File: config.mk
export PLATFORM = sky130hd
export DESIGN_NAME = comp_acc
export DESIGN_NICKNAME = d
export VERILOG_FILES = /design/src/rtl/comp_acc.sv
export SDC_FILE = /design/constraint.sdc
export NUM_CORES = 1
export LEC_CHECK = 0
export CELL_PAD_IN_SITES_DETAIL_PLACEMENT = 2
export CELL_PAD_IN_SITES_GLOBAL_PLACEMENT = 2
export CORE_UTILIZATION = 31
export DETAILED_ROUTE_END_ITERATION = 6
export PLACE_DENSITY = 0.95
export SLEW_MARGIN = 10
export SYNTH_ARGS = -nofsm -noshare
export SYNTH_HDL_FRONTEND = slang
export SYNTH_SLANG_ARGS = --single-unit
File: constraint.sdc
create_clock -name clk -period 7.3 [get_ports clk]
set_input_delay 1.46 -clock clk [delete_from_list [all_inputs] [get_ports clk]]
set_output_delay 1.46 -clock clk [all_outputs]
set_load 0.005 [all_outputs]
File: src/rtl/comp_acc.sv
// Purpose: accumulates a frame of signed complex terms {xr,yr} into one complex sum {acc_x,acc_y}.
// Latency: the result is valid one cycle after the closing term is accepted (NACC terms or in_last).
// Backpressure: in_rdy drops while a result is held; one bubble cycle after each result handoff.
module comp_acc #(
    parameter  int DWIDTH = 8,
    parameter  int NACC   = 16,
    localparam int IWIDTH = 2*DWIDTH+2,
    localparam int CWIDTH = $clog2(NACC+1),
    localparam int AWIDTH = IWIDTH+$clog2(NACC)
) (
    input  logic                  clk,
    input  logic                  sw_rst,
    input  logic                  in_val,
    output logic                  in_rdy,
    input  logic                  in_last,
    input  logic [2*IWIDTH-1:0]   in_data,
    output logic                  acc_val,
    input  logic                  acc_rdy,
    output logic [2*AWIDTH-1:0]   acc_data,
    output logic [CWIDTH-1:0]     acc_cnt
);

    typedef enum logic {ST_ACC, ST_HOLD} state_t;

    state_t                    state;
    logic signed [AWIDTH-1:0]  acc_x;
    logic signed [AWIDTH-1:0]  acc_y;
    logic        [CWIDTH-1:0]  cnt;

    logic signed [IWIDTH-1:0]  xr;
    logic signed [IWIDTH-1:0]  yr;
    logic signed [AWIDTH-1:0]  xr_ext;
    logic signed [AWIDTH-1:0]  yr_ext;
    logic                      in_ld;
    logic                      frame_end;

    // Split the input parts and sign-extend them to accumulator width; the
    // accumulator is wide enough for NACC worst-case terms, so no wrap logic.
    always_comb begin
        xr        = in_data[2*IWIDTH-1:IWIDTH];
        yr        = in_data[IWIDTH-1:0];
        xr_ext    = AWIDTH'(xr);
        yr_ext    = AWIDTH'(yr);
        in_ld     = in_val & in_rdy;
        frame_end = in_last | (cnt == CWIDTH'(NACC-1));
    end

    // Frame FSM: accumulate in ACC, present the result in HOLD until taken.
    always_ff @(posedge clk) begin
        if (sw_rst) begin
            state   <= ST_ACC;
            in_rdy  <= 1'b1;
            acc_val <= 1'b0;
            acc_x   <= '0;
            acc_y   <= '0;
            cnt     <= '0;
        end else begin
            case (state)
                ST_ACC: begin
                    if (in_ld) begin
                        acc_x <= acc_x + xr_ext;
                        acc_y <= acc_y + yr_ext;
                        cnt   <= cnt + CWIDTH'(1);
                        // in_last on the NACC-th term closes the frame once
                        if (frame_end) begin
                            state   <= ST_HOLD;
                            in_rdy  <= 1'b0;
                            acc_val <= 1'b1;
                        end
                    end
                end
                ST_HOLD: begin
                    if (acc_rdy) begin
                        state   <= ST_ACC;
                        in_rdy  <= 1'b1;
                        acc_val <= 1'b0;
                        acc_x   <= '0;
                        acc_y   <= '0;
                        cnt     <= '0;
                    end
                end
                default: begin
                    state   <= ST_ACC;
                    in_rdy  <= 1'b1;
                    acc_val <= 1'b0;
                end
            endcase
        end
    end

    // Outputs come straight from the registers; in ACC they show the partial sum.
    always_comb begin
        acc_data = {acc_x, acc_y};
        acc_cnt  = cnt;
    end

endmodule
==> impl_metrics.tcl <==
set metrics [dict create \
    dr.pass1.iters 5 \
    max_slew_margin 0.349 \
    htree_levels 2 \
    endpoint_kind "flip-flop" \
    setup.worst_path.start_class "primary input" \
    cts_setup_buffers 0 \
    fin_crit_ns 4.16 \
    synth_area_per_cell_um2 7.67 \
    setup_violations 0 \
    grt_overflow 0 \
    track_usage 0.229 \
    dp_cells 757 \
    min-delay-path-class "flip-flop to flip-flop" \
    synth_edf_count 0 \
    first_global_vias 4640 \
    yosysSeqAreaShare 0.265 \
    area.growth.synth_to_final_pct 31.6 \
    grt_pass1_wl_um 23500 \
    grt_setup_unrepaired "false" \
    cp_slowest_cell "or4_1" \
    vias 4180 \
    fill_cells 1410 \
    worst_pin_slew_ns 0.976 \
    yosysTopAreaCellShare 0.265 \
    hold_viol 0 \
    cts_max_path_buffers 2 \
    diodes 0 \
    crit_buf_inv 2 \
    synth_cells 513 \
    syn_area_um2 3930 \
    cts_resized 0 \
    crit_cells 12 \
    crit_chain "clkdlybuf4s50_1, ha_1, inv_1, fa_1, nor2b_4, o31a_1, o211ai_2, a21oi_2, nor4_4, or4_1, a211o_1, nand3_1" \
    dp_hpwl_um 10800 \
    final_common_cell "clkdlybuf4s50_1" \
    die_x_um 115 \
    dieHeight_um 115 \
    required_ns 7.54 \
    rows 40 \
    slew_viol_final 0 \
    clkTransAtPathRegs_ns 0.07 \
    setup_tns_ns 0 \
    async_flop_share 0 \
    cp.arrival_ns 4.40 \
    cts_buffers 5 \
    coreArea_um2 12200 \
    cts_sinks 52 \
    drc 0 \
    peakVddDrop_mv 0.0884 \
    syn_nets 600 \
    drive_gt1_frac 0.0318 \
    root_buffer "clkbuf_16" \
    fmax_mhz 241 \
    wl_per_cell_um 18.8 \
    cts_hold_buf 0 \
    clock_latency_ns 0.31 \
    layout_common_cells "clkdlybuf4s50_1 (91), nand2_1 (55), nor2_1 (55)" \
    yosysUniqueCellTypes 49 \
    ys.flop_type "dfxtp_1" \
    grt_max_degree 33 \
    synthTopCellsByArea "dfxtp_1 (26%), ha_1 (14%), a21oi_1 (6.0%)" \
    fin_skew_ns 0.00717 \
    critPathTopFamily "compound AO/OA/AOI/OAI gates" \
    routed_wl_um 14400 \
    layoutNonFillerInstCount 765 \
    hold_depth 2 \
    fin_crit_sh 0.569 \
    setup_slack_ns 3.14 \
    synth_seq_cells 52 \
    reg2reg_depth 11 \
    cp_max_fo 5 \
    crit_type "primary input to flip-flop" \
    port_buffers 91 \
    p_per_area_nw_per_um2 212 \
    status "complete, no violations" \
    antenna_found_initial 0 \
    gp_congestion 0.804 \
    io_pins 92 \
    drtIter0Drc 74 \
    maxCapViolations 0 \
    vias_per_cell 5.46 \
    ys_warn_count 0 \
    cts_tree "built" \
    nets 683 \
    post-synth-top-area-cell "dfxtp_1" \
    start_util 0.322 \
    dieArea_um2 13100 \
    dpl_worst_slack_ns 2.93 \
    detail-route-antenna-nets 0 \
    crit_path_max_incr_delay_ns 0.52 \
    p_leak_nw 2.09 \
]
-- layout make-up --
cell class,instances,area (um^2),area share
Clock buffer,6,129,0.0249
Clock inverter,2,35.0,0.00677
Inverter,17,63.8,0.0123
Multi-Input combinational cell,426,2770,0.534
Timing Repair Buffer,94,933,0.180
Tap cell,168,210,0.0406
Sequential cell,52,1040,0.201
-- flip-flops by register name (all words and copies together), names as in the netlist --
signal and cells:
acc_x 22, acc_y 22, acc_cnt 5, acc_val 1
in_rdy 1, state 1
-- synth_stat cells (6+ instances only) --
cell / count
nand2_1: 55
nand3_1: 31
a21oi_1: 47
o21ai_1: 22
o21ai_0: 10
nor2b_1: 8
inv_1: 17
xor2_1: 13
xnor2_1: 16
clkbuf_1: 16
a21o_1: 9
o31ai_1: 6
nand4_1: 6
and3_1: 9
a31oi_1: 9
nor3_1: 12
dfxtp_1: 52
ha_1: 44
o21a_1: 9
nor2_1: 55
-- kinds of logic (layout without fill, tap and decap cells) --
logic type | count (synthesis) | after routing | synth area share
multiplexers | 3 | 3 | 0.00763
XOR/XNOR | 29 | 29 | 0.0646
AO/OA/AOI/OAI | 145 | 145 | 0.232
flip-flops | 52 | 52 | 0.265
AND/OR/NAND/NOR | 203 | 203 | 0.248
buffers and inverters | 35 | 119 | 0.0337
adder cells (fa/ha/maj) | 46 | 46 | 0.150
-- path summary, 6_finish.rpt --
| kind | to | startpoint | slack (ns) |
|---|---|---|---|
| worst max register to register | acc_x[16] | acc_x[0] | 4.38 |
| worst min-delay path | acc_y[19] | acc_y[19] | 0.47 |
| worst min register to register | acc_y[19] | acc_y[19] | 0.47 |
| worst max-delay path | acc_x[16] | in_data[18] | 3.14 |
-- per-stage QoR --
step | utilization | instance area [um^2] | total power, mW | hold slack, ns
after floorplan | - | 3930 | 0.633 | 0.458
after global placement | 0.411 | 5010 | 0.785 | 0.455
after detailed placement | 0.411 | 5010 | 0.815 | 0.469
after CTS | 0.424 | 5180 | 1.11 | 0.480
after global routing | 0.424 | 5180 | 1.17 | 0.502
final | 0.424 | 5180 | 1.10 | 0.471
-- worst reg2reg max path: stages, from the launching register on --
cell,delay [ns]
dfxtp_1,0.36
ha_1,0.18
inv_1,0.06
fa_1,0.43
nor2b_4,0.17
o31a_1,0.23
o211ai_2,0.13
a21oi_2,0.23
nor4_4,0.10
or4_1,0.52
a211o_1,0.34
nand3_1,0.09
-- layer usage --
layer	GRT usage	share of wire	vias up
met2	0.421	0.52	84
met1	0.266	0.43	2057
met5	0	0	-
li1	-	-	2023
met3	0.0529	0.042	16
met4	0.0571	0.013	0
-- power by group --
group	internal (mW)	switching [mW]	leakage (nW)
clock network	0.162	0.123	0.0808
logic	0.218	0.244	1.58
registers	0.318	0.0325	0.427
total	0.699	0.399	2.09
Note: power is estimated with default switching activity, not from simulation.
